$ cat src/rtl/lsu_pkg.sv
// -----------------------------------------------------------------------------
// lsu_pkg
// Shared definitions for the byte-serial load/store initiator:
//   - access size encodings (byte / half / word / double)
//   - FSM state enumeration
//   - size_bytes(): number of byte beats for a given access size
// -----------------------------------------------------------------------------
package lsu_pkg;

    localparam logic [1:0] SZ_B = 2'b00;
    localparam logic [1:0] SZ_H = 2'b01;
    localparam logic [1:0] SZ_W = 2'b10;
    localparam logic [1:0] SZ_D = 2'b11;

    typedef enum logic [1:0] {
        ST_IDLE = 2'd0,
        ST_XFER = 2'd1,
        ST_RESP = 2'd2
    } lsu_state_e;

    // Byte count N = 1 << size (1, 2, 4 or 8).
    function automatic logic [3:0] size_bytes(input logic [1:0] size);
        return 4'd1 << size;
    endfunction

endpackage

$ cat src/rtl/lsu_load_extend.sv
// -----------------------------------------------------------------------------
// lsu_load_extend
// Purely combinational load-result formatter. Takes the little-endian byte
// buffer collected during a load and returns the low 8*N bits sign- or
// zero-extended to 64 bits.
//
// Ports:
//   buf_i       in  64  assembled load bytes (byte k at bits 8k+7:8k)
//   size_i      in   2  access size (SZ_B/SZ_H/SZ_W/SZ_D)
//   unsigned_i  in   1  1 = zero-extend, 0 = sign-extend (ignored for SZ_D)
//   result_o    out 64  extended load value
// -----------------------------------------------------------------------------
module lsu_load_extend
    import lsu_pkg::*;
(
    input  logic [63:0] buf_i,
    input  logic [1:0]  size_i,
    input  logic        unsigned_i,
    output logic [63:0] result_o
);

    logic sign_b;
    logic sign_h;
    logic sign_w;

    // Fill bit is the top bit of the accessed field, forced to 0 for unsigned loads.
    assign sign_b = buf_i[7]  & ~unsigned_i;
    assign sign_h = buf_i[15] & ~unsigned_i;
    assign sign_w = buf_i[31] & ~unsigned_i;

    always_comb begin
        result_o = '0;
        case (size_i)
            SZ_B:    result_o = {{56{sign_b}}, buf_i[7:0]};
            SZ_H:    result_o = {{48{sign_h}}, buf_i[15:0]};
            SZ_W:    result_o = {{32{sign_w}}, buf_i[31:0]};
            default: result_o = buf_i;
        endcase
    end

endmodule

$ cat src/rtl/lsu_byte_master.sv
// -----------------------------------------------------------------------------
// lsu_byte_master
// Load/store initiator between the MEM stage and a byte-wide data memory port.
// Accepts one request at a time in IDLE, serialises it into little-endian byte
// beats (one per mem_req && mem_ready), then issues a one-cycle response.
// Misaligned requests skip the memory and respond immediately with a flag.
// All outputs are registered.
//
// Ports:
//   clk, reset_n           clock / asynchronous active-low reset
//   req_valid, req_ready   request handshake (ready only in IDLE)
//   req_write              1 = store, 0 = load
//   req_size               00 B, 01 H, 10 W, 11 D
//   req_unsigned           loads: 1 = zero-extend, 0 = sign-extend
//   req_addr, req_wdata    byte address / store data (low 8*N bits used)
//   resp_valid             one-cycle completion strobe
//   resp_rdata             extended load data (0 for stores / misaligned)
//   resp_misaligned        address not aligned to the access size
//   busy                   high whenever not IDLE
//   mem_req, mem_we        beat request / beat is a write
//   mem_addr, mem_wdata    beat byte address / write byte
//   mem_rdata, mem_ready   read byte / beat completes this cycle
// -----------------------------------------------------------------------------
module lsu_byte_master
    import lsu_pkg::*;
#(
    parameter int ADDR_W = 64,
    parameter int XLEN   = 64
) (
    input  logic              clk,
    input  logic              reset_n,
    input  logic              req_valid,
    output logic              req_ready,
    input  logic              req_write,
    input  logic [1:0]        req_size,
    input  logic              req_unsigned,
    input  logic [ADDR_W-1:0] req_addr,
    input  logic [XLEN-1:0]   req_wdata,
    output logic              resp_valid,
    output logic [XLEN-1:0]   resp_rdata,
    output logic              resp_misaligned,
    output logic              busy,
    output logic              mem_req,
    output logic              mem_we,
    output logic [ADDR_W-1:0] mem_addr,
    output logic [7:0]        mem_wdata,
    input  logic [7:0]        mem_rdata,
    input  logic              mem_ready
);

    lsu_state_e        state_q, state_d;
    logic [2:0]        k_q, k_d;
    logic [1:0]        size_q, size_d;
    logic              write_q, write_d;
    logic              uns_q, uns_d;
    logic [XLEN-1:0]   wdata_q, wdata_d;
    logic [XLEN-1:0]   buf_q, buf_d;

    logic              req_ready_q, req_ready_d;
    logic              busy_q, busy_d;
    logic              resp_valid_q, resp_valid_d;
    logic [XLEN-1:0]   resp_rdata_q, resp_rdata_d;
    logic              resp_mis_q, resp_mis_d;
    logic              mem_req_q, mem_req_d;
    logic              mem_we_q, mem_we_d;
    logic [ADDR_W-1:0] mem_addr_q, mem_addr_d;
    logic [7:0]        mem_wdata_q, mem_wdata_d;

    logic [3:0]        n_req;
    logic [3:0]        n_cur;
    logic [2:0]        align_mask;
    logic              req_misaligned;
    logic              last_beat;
    logic [2:0]        k_nxt;
    logic [XLEN-1:0]   buf_merged;
    logic [63:0]       ext_result;

    // Alignment check: any set address bit below log2(N) means misaligned.
    // For SZ_D, n_req[2:0] is 0, so the mask wraps to 3'b111 as intended.
    assign n_req          = size_bytes(req_size);
    assign align_mask     = n_req[2:0] - 3'd1;
    assign req_misaligned = |(req_addr[2:0] & align_mask);

    assign n_cur     = size_bytes(size_q);
    assign last_beat = ({1'b0, k_q} == (n_cur - 4'd1));
    assign k_nxt     = k_q + 3'd1;

    // Buffer with the current beat's read byte merged in, so the final beat's
    // byte is already visible to the extender on the completing edge.
    always_comb begin
        buf_merged = buf_q;
        buf_merged[{k_q, 3'b000} +: 8] = mem_rdata;
    end

    lsu_load_extend u_load_extend (
        .buf_i      (buf_merged),
        .size_i     (size_q),
        .unsigned_i (uns_q),
        .result_o   (ext_result)
    );

    always_comb begin
        state_d      = state_q;
        k_d          = k_q;
        size_d       = size_q;
        write_d      = write_q;
        uns_d        = uns_q;
        wdata_d      = wdata_q;
        buf_d        = buf_q;
        req_ready_d  = req_ready_q;
        busy_d       = busy_q;
        resp_valid_d = 1'b0;
        resp_rdata_d = resp_rdata_q;
        resp_mis_d   = resp_mis_q;
        mem_req_d    = mem_req_q;
        mem_we_d     = mem_we_q;
        mem_addr_d   = mem_addr_q;
        mem_wdata_d  = mem_wdata_q;

        case (state_q)
            ST_IDLE: begin
                if (req_valid) begin
                    size_d      = req_size;
                    write_d     = req_write;
                    uns_d       = req_unsigned;
                    wdata_d     = req_wdata;
                    buf_d       = '0;
                    k_d         = 3'd0;
                    req_ready_d = 1'b0;
                    busy_d      = 1'b1;
                    if (req_misaligned) begin
                        state_d      = ST_RESP;
                        resp_valid_d = 1'b1;
                        resp_mis_d   = 1'b1;
                        resp_rdata_d = '0;
                    end else begin
                        // Beat 0 is presented on the cycle after acceptance.
                        state_d     = ST_XFER;
                        mem_req_d   = 1'b1;
                        mem_we_d    = req_write;
                        mem_addr_d  = req_addr;
                        mem_wdata_d = req_wdata[7:0];
                    end
                end
            end

            ST_XFER: begin
                // Without mem_ready every mem_* register simply holds.
                if (mem_ready) begin
                    if (!write_q) begin
                        buf_d = buf_merged;
                    end
                    if (last_beat) begin
                        state_d      = ST_RESP;
                        mem_req_d    = 1'b0;
                        mem_we_d     = 1'b0;
                        mem_addr_d   = '0;
                        mem_wdata_d  = '0;
                        resp_valid_d = 1'b1;
                        resp_mis_d   = 1'b0;
                        resp_rdata_d = write_q ? '0 : ext_result;
                    end else begin
                        k_d         = k_nxt;
                        mem_addr_d  = mem_addr_q + ADDR_W'(1);
                        mem_wdata_d = wdata_q[{k_nxt, 3'b000} +: 8];
                    end
                end
            end

            ST_RESP: begin
                state_d      = ST_IDLE;
                resp_rdata_d = '0;
                resp_mis_d   = 1'b0;
                req_ready_d  = 1'b1;
                busy_d       = 1'b0;
            end

            default: begin
                state_d     = ST_IDLE;
                req_ready_d = 1'b1;
                busy_d      = 1'b0;
                mem_req_d   = 1'b0;
                mem_we_d    = 1'b0;
            end
        endcase
    end

    always_ff @(posedge clk or negedge reset_n) begin
        if (!reset_n) begin
            state_q      <= ST_IDLE;
            k_q          <= '0;
            size_q       <= '0;
            write_q      <= 1'b0;
            uns_q        <= 1'b0;
            wdata_q      <= '0;
            buf_q        <= '0;
            req_ready_q  <= 1'b1;
            busy_q       <= 1'b0;
            resp_valid_q <= 1'b0;
            resp_rdata_q <= '0;
            resp_mis_q   <= 1'b0;
            mem_req_q    <= 1'b0;
            mem_we_q     <= 1'b0;
            mem_addr_q   <= '0;
            mem_wdata_q  <= '0;
        end else begin
            state_q      <= state_d;
            k_q          <= k_d;
            size_q       <= size_d;
            write_q      <= write_d;
            uns_q        <= uns_d;
            wdata_q      <= wdata_d;
            buf_q        <= buf_d;
            req_ready_q  <= req_ready_d;
            busy_q       <= busy_d;
            resp_valid_q <= resp_valid_d;
            resp_rdata_q <= resp_rdata_d;
            resp_mis_q   <= resp_mis_d;
            mem_req_q    <= mem_req_d;
            mem_we_q     <= mem_we_d;
            mem_addr_q   <= mem_addr_d;
            mem_wdata_q  <= mem_wdata_d;
        end
    end

    assign req_ready       = req_ready_q;
    assign busy            = busy_q;
    assign resp_valid      = resp_valid_q;
    assign resp_rdata      = resp_rdata_q;
    assign resp_misaligned = resp_mis_q;
    assign mem_req         = mem_req_q;
    assign mem_we          = mem_we_q;
    assign mem_addr        = mem_addr_q;
    assign mem_wdata       = mem_wdata_q;

endmodule

$ cat config.mk
export PLATFORM = sky130hd
export DESIGN_NAME = lsu_byte_master
export DESIGN_NICKNAME = d
export VERILOG_FILES = /design/src/rtl/lsu_pkg.sv /design/src/rtl/lsu_load_extend.sv /design/src/rtl/lsu_byte_master.sv
export SDC_FILE = /design/constraint.sdc
export NUM_CORES = 1
export LEC_CHECK = 0
export CORE_ASPECT_RATIO = 1.4
export CORE_MARGIN = 5
export CORE_UTILIZATION = 55
export DETAILED_ROUTE_END_ITERATION = 7
export GPL_TIMING_DRIVEN = 1
export PLACE_DENSITY_LB_ADDON = 0.05
export REMOVE_ABC_BUFFERS = 1
export SYNTH_ARGS = -nofsm -noshare
export SYNTH_HDL_FRONTEND = slang
export SYNTH_HIERARCHICAL = 1
export SYNTH_SLANG_ARGS = --single-unit
$ cat constraint.sdc
create_clock -name clk -period 4.85 [get_ports clk]
set_input_delay 0.97 -clock clk [delete_from_list [all_inputs] [get_ports clk]]
set_output_delay 0.97 -clock clk [all_outputs]
set_load 0.005 [all_outputs]
## After elaboration in Yosys (flattened, before gate mapping)

Index checks and enable logic that the tools add are counted.

| word-level totals | value |
|---|---|
| bits in read-only memories | 0 |
| flip-flop bits (word level) | 279 |
| memories kept | 0 |
| input bits | 144 |
| RAM bits | 0 |
| word-level logic and storage cells | 109 |
| bits in latches | 0 |

| cells by class | value |
|---|---|
| $lt $le $gt $ge | 0 |
| bitwise operators | 7 |
| divide/modulo/power cells | 0 |
| $mul | 0 |
| reductions and logical operators | 13 |
| add/sub/neg operators | 5 |
| equal/unequal tests | 12 |
| shifts and indexed selects | 5 |
| multiplexer cells | 51 |

Operators by type and width:

| operator | count |
|---|---|
| $mux 64 | 12 |
| $pmux 64 s3 | 2 |
| $pmux 64 s2 | 2 |
| $add 64x1->64 const B | 1 |
| $bwmux 64 | 1 |
| $shift 8x8->64 const A | 1 |
| $shiftx 64x7->8 | 1 |
| $shiftx 8x8->64 | 1 |
| $mux 8 | 4 |
| $pmux 8 s2 | 1 |
| $mux 1 | 14 |
| $ne 2x2->1 const B | 7 |
| $reduce_and 4->1 | 3 |
| $reduce_and 5->1 | 2 |
| $mux 3 | 3 |
| $pmux 1 s3 | 3 |
| $mux 2 | 4 |
| $neg 6->8 | 1 |
| $pmux 1 s2 | 3 |
| $pmux 3 s2 | 1 |
| $eq 2x1->1 const B | 2 |
| $eq 2x2->1 const B | 2 |
| $eq 3x4->1 | 1 |
| $logic_not 2->1 | 2 |
| 14 further kinds | 19 |

## Logic depth before layout (Yosys ltp)

| depth | value |
|---|---|
| depth in word-level cells | 9 |
| gate-level depth with buffers | 15 |
| gate-level depth less buffers | 11 |

## Modules after synthesis

Netlist, hierarchy kept.

By module, submodules not included:

| module | cells an instance | area each (um^2) | times used |
|---|---|---|---|
| lsu_byte_master | 1,364 | 13,885.8 | 1 |
| lsu_load_extend | 150 | 853.3 | 1 |

## Worst setup path after synthesis

OpenSTA, ideal clock, no wires.

| timing path | value |
|---|---|
| path kind | reg2reg |
| start point | reg k_q[0] |
| end point | reg resp_rdata_q[15], in the netlist resp_rdata[15] |
| stages on the path, launching flop included | 13 |
| data arrival time | 3.016 ns |
| path buffers | 2 |
| setup slack | 1.752 ns |
| period minus slack after synthesis | 3.098 ns |
| cell sequence | dfrtp_1 > clkbuf_1 > inv_1 > ha_1 > ha_1 > nor2_1 > nand4_1 > mux2_2 > or4b_4 > buf_6 > nand2_1 > nand2_1 > o21ai_0 |

| on the way | value |
|---|---|
| longest elaborated chain between the ends | 9 |
| elaborated cells between the ends (all ways) | 13 |
| classes of those cells | 1 x add/sub; 2 x eq/ne; 2 x shift; 6 x mux; 1 x bitwise; 1 x reduce/logical |

RTL lines:

| what | line | source |
|---|---|---|
| start, declared | lsu_byte_master.sv:52 | `logic [2:0] k_q, k_d;` |
| start signal, assigned | lsu_byte_master.sv:208 | `k_q <= k_d;` |
| $neg 6->8 (*) | lsu_byte_master.sv:92 | `buf_merged[{k_q, 3'b000} +: 8] = mem_rdata;` |
| $shiftx 8x8->64 or $shift 8x8->64 (tied branches) | lsu_byte_master.sv:92 |  |
| $bwmux 64 (*) | lsu_byte_master.sv:92 |  |
| via buf_merged[7] | lsu_byte_master.sv:75 | `logic [XLEN-1:0] buf_merged;` |
| $and 1x1->1 (*) | lsu_load_extend.sv:27 | `assign sign_b = buf_i[7] & ~unsigned_i;` |
| $pmux 64 s3 (*) | lsu_load_extend.sv:33 | `case (size_i)` |
| via ext_result[15] | lsu_byte_master.sv:76 | `logic [63:0] ext_result;` |
| $mux 64 (*) | lsu_byte_master.sv:161 | `resp_rdata_d = write_q ? '0 : ext_result;` |
| $mux 64 (*) | lsu_byte_master.sv:153 | `if (last_beat) begin` |
| $mux 64 (*) | lsu_byte_master.sv:149 | `if (mem_ready) begin` |
| $pmux 64 s3 (*) | lsu_byte_master.sv:120 | `case (state_q)` |
| end signal, assigned | lsu_byte_master.sv:217 | `resp_rdata_q <= resp_rdata_d;` |
| end, declared | lsu_byte_master.sv:62 | `logic [XLEN-1:0] resp_rdata_q, resp_rdata_d;` |

The timed path passes the listed nets; every way through them passes the cells marked *. The select of a mux whose other input is x is not followed.
A chain may end at the register's enable or synchronous reset.

## Worst setup path in the final report

| timing path | value |
|---|---|
| start point | reg state_q[1] |
| end point | reg resp_rdata_q[20], in the netlist resp_rdata[20] |

| on the way | value |
|---|---|
| longest elaborated chain between the ends | 3 |
| elaborated cells between the ends (all ways) | 10 |
| classes of those cells | 6 x eq/ne; 1 x mux; 3 x reduce/logical |

RTL lines:

| what | line | source |
|---|---|---|
| start, declared | lsu_byte_master.sv:51 | `lsu_state_e state_q, state_d;` |
| start signal, assigned | lsu_byte_master.sv:207 | `state_q <= state_d;` |
| $eq 2x1->1 (tied with other cells) | lsu_byte_master.sv:120 |  |
| $ne 2x2->1 (no line) or $reduce_bool 3->1 (tied branches) | n/a |  |
| $reduce_and 5->1 (no line) | n/a |  |

Parallel ways exist; a longest one is shown, timed or not.

==> metrics.md <==
| Metric | Value |
|---|---|
| Status | `completed` |
| Switching Share | `0.390` |
| Die Span Y | `204 um` |
| Post-cts repair resize count | `0` |
| Die area | `30200 um^2` |
| Total CTS buffers | `29` |
| Placed cell count | `2019` |
| First-pass GRT wire length | `70400 um` |
| CTS tree | `done` |
| Largest net degree at the start of global routing | `131` |
| Crit path from | `state_q[1]` |
| Num ports | `286` |
| Post-Syn Area | `14700 um^2` |
| Via count | `13100` |
| Final ANT Viol Nets | `0` |
| Post-layout nets | `1875` |
| LEAKAGE | `about 7.5 nW` |
| Worst setup path class | `register to register` |
| Worst EP arrival | `around 4 ns` |
| Seq cells post-synth | `279` |
| Starting density of the core | `0.553` |
| Reg2Reg Setup Slack | `1.23 ns` |
| Maximum root-to-sink buffer count | `3` |
| Min Clock Period, post-route | `3.62 ns` |
| Worst skew pair latency | `approximately 0.55 ns` |
| Area added between synthesis and finish | `26.9%` |
| # diodes | `0` |
| Sequential power share | `0.352` |
| Worst setup path endpoint | `resp_rdata[20]` |
| Core area | `~27000 um^2` |
| Top FF cell, synth | `dfrtp_1` |
| Slowest CP cell | `clkinv_1` |
| Overall power | `10.6 mW` |
| Share of total power in combinational logic | `0.424` |
| Clock tree root buffer cell | `clkbuf_16` |
| Remaining DRCs | `0` |
| Gr usage total | `0.286` |
| Critical path's largest stage delay | `about 0.62 ns` |
| Num rows | `between 70 and 80` |
| Remaining global-route overflow | `0` |
| TritonCTS Sinks | `279` |
| Startpoint types | `register` |
| Pwr per Cell Area | `between 500 and 600 nW/um^2` |
| Cell variety after synth | `68` |
| Syn_area_per_cell | `9.74 um^2` |
| Initial antenna violation count | `1` |
| Max cap viols | `0` |
| Die width | `148 um` |
| Final hold vios | `0` |
| Critical path endpoint category | `register` |
| Clock share of power | `0.224` |
| Cell taking the most area after synthesis | `dfrtp_1` |
| Final setup violation count | `0` |
| Min-delay worst type | `primary input to asynchronous set/reset pin` |
| Slew Limit Fails | `0` |
| Commonest non-fill, non-tap cell in the layout | `clkdlybuf4s50_1` |
| Pint | `6.47 mW` |
| PortBufs | `285` |
| Worst-path cell chain | `inv_1 -> ha_1 -> clkinv_1 -> buf_4 -> o21a_2 -> buf_4 -> nand4b_1 -> buf_12 -> o21ai_0` |
| Final HPWL DP | `29500 um` |
| Non-filler cells, final | `a little over 2000` |
| Worst r2r src | `state_q[1]` |
| Worst slew pin tran | `between 0.9 and 1 ns` |
| RSZ-0062 raised after global routing | `false` |
| 1st-pass router iterations | `5` |
| FF-to-FF End | `resp_rdata[20]` |
| Largest delay share family, worst path | `buffers and inverters` |
| Iteration-0 DRC Markers | `between 900 and 1000` |
| Setup Skew | `between 0.01 and 0.015 ns` |
| Post-synth EDFFs | `0` |
| Top cell type's share of synthesized area | `0.472` |
| VDD IR-drop max | `0.403 mV` |
| Vias in the first global route | `between 10000 and 15000` |
| Worst-path maximum fanout | `130` |
| CP Depth | `9` |
| Gate count after technology mapping | `1514` |
| Commonest cells after routing, fill and taps aside | `clkdlybuf4s50_1 (284), dfrtp_1 (278), nand2_1 (260)` |
| Worst reg2reg path depth | `9` |
| RD Place Congestion | `0.874` |
| Layout cells sized above 1 | `0.126` |
| Cell mode on critical path | `buf_4` |
| Maximum clock rate | `0.276 GHz` |
| Sequential-to-total area share from yosys stat | `0.474` |
| Hold_buf cts | `0` |
| DR WL/cell | `21.2 um` |
| Crit share post-route | `0.746` |
| Clk pin slew, worst setup/hold paths | `0.06 ns` |
| Htree depth | `1` |
| Yosys warns | `6` |
| Worst slew margin | `0.337` |
| WP buf/inv | `5` |
| Async set or reset register ratio after synthesis | `1.00` |
| # Post-CTS Setup Buffers | `0` |
| Routed wire length | `around 44000 um` |
| Via density | `~6.3` |
| Top post-synthesis cells by area | `dfrtp_1 (47%), mux2_2 (7.7%), nand2_1 (6.6%)` |
| Psw | `4.14 mW` |
| Hold_ws | `0.437 ns` |
| CP required | `5.25 ns` |
[synth_stat cells, types with 16 or more instances]
cell and n:
a21oi_1 56, a32o_1 65, and3_1 29, buf_2 24, clkbuf_1 83, dfrtp_1 278, inv_1 19, mux2_2 101
mux4_2 16, nand2_1 261, nand3_1 76, nand4_1 28, nor2_1 36, nor3_1 17, o211ai_1 40, o21ai_0 170
or3_1 21
[state kept, by name, indices dropped and copies added (netlist names)]
register	cells
mem_addr	64
resp_rdata	64
wdata_q	64
buf_q	64
write_q	1
mem_req	1
resp_valid	1
mem_we	1
state_q	2
req_ready	1
mem_wdata	8
busy	1
resp_misaligned	1
k_q	3
size_q	2
uns_q	1
[stage by stage]
step | TNS [ns] | cell area (um^2) | util | setup WS [ns]
after floorplan | -147.04 | 14100 | - | -1.48
after global placement | 0 | 17700 | 0.664 | 1.31
after detailed placement | 0 | 17700 | 0.664 | 1.20
after CTS | 0 | 18700 | 0.702 | 1.20
after global routing | 0 | 18700 | 0.702 | 0.885
final | 0 | 18700 | 0.702 | 1.23
[final cells by class]
cell class	count	area [um^2]
well taps	328	410
inverters	19	71.3
fillers	2069	7950
clock inverters	13	200
repair buffers	311	3100
clock buffers	38	810
multi-input cells	1082	7130
flip-flops and latches	279	6980
[cells by family after synthesis]
logic type,Yosys count,share of synthesized area
DFF,279,0.474
buffers and inverters,153,0.0453
AOI/OAI and AO/OA,409,0.184
xor gates and xnor gates,3,0.00178
and+or+nand+nor,528,0.175
muxes,133,0.113
adders and majority gates,9,0.00764
[worst min-delay path by stage]
stage              startpoint              to  cells past startpoint  slack [ns]
2_1_floorplan        buf_q[0]        buf_q[0]                      1        0.46
3_3_place_gp   resp_rdata[49]  resp_rdata[49]                      2        0.46
3_5_place_dp   resp_rdata[49]  resp_rdata[49]                      2        0.47
4_1_cts               reset_n     wdata_q[43]                      1        0.47
5_1_grt             buf_q[33]       buf_q[33]                      1        0.50
6_report              reset_n     wdata_q[43]                      1        0.44
[power by group through the flow]
| stage | registers (mW) | logic [mW] | clock network [mW] |
|---|---|---|---|
| after floorplan | 3.67 | 2.46 | 0 |
| after global placement | 3.72 | 4.42 | 0 |
| after detailed placement | 3.75 | 4.49 | 0 |
| after CTS | 3.71 | 4.51 | 2.41 |
| after global routing | 3.84 | 4.91 | 2.51 |
| final | 3.74 | 4.50 | 2.37 |
[per-layer routing]
layer,global-route usage,wire length [um]
met1,0.385,17600
met2,0.478,21700
met3,0.0473,3400
met4,0.0868,1330
met5,0,13
Power figures use the tool's default switching activity.
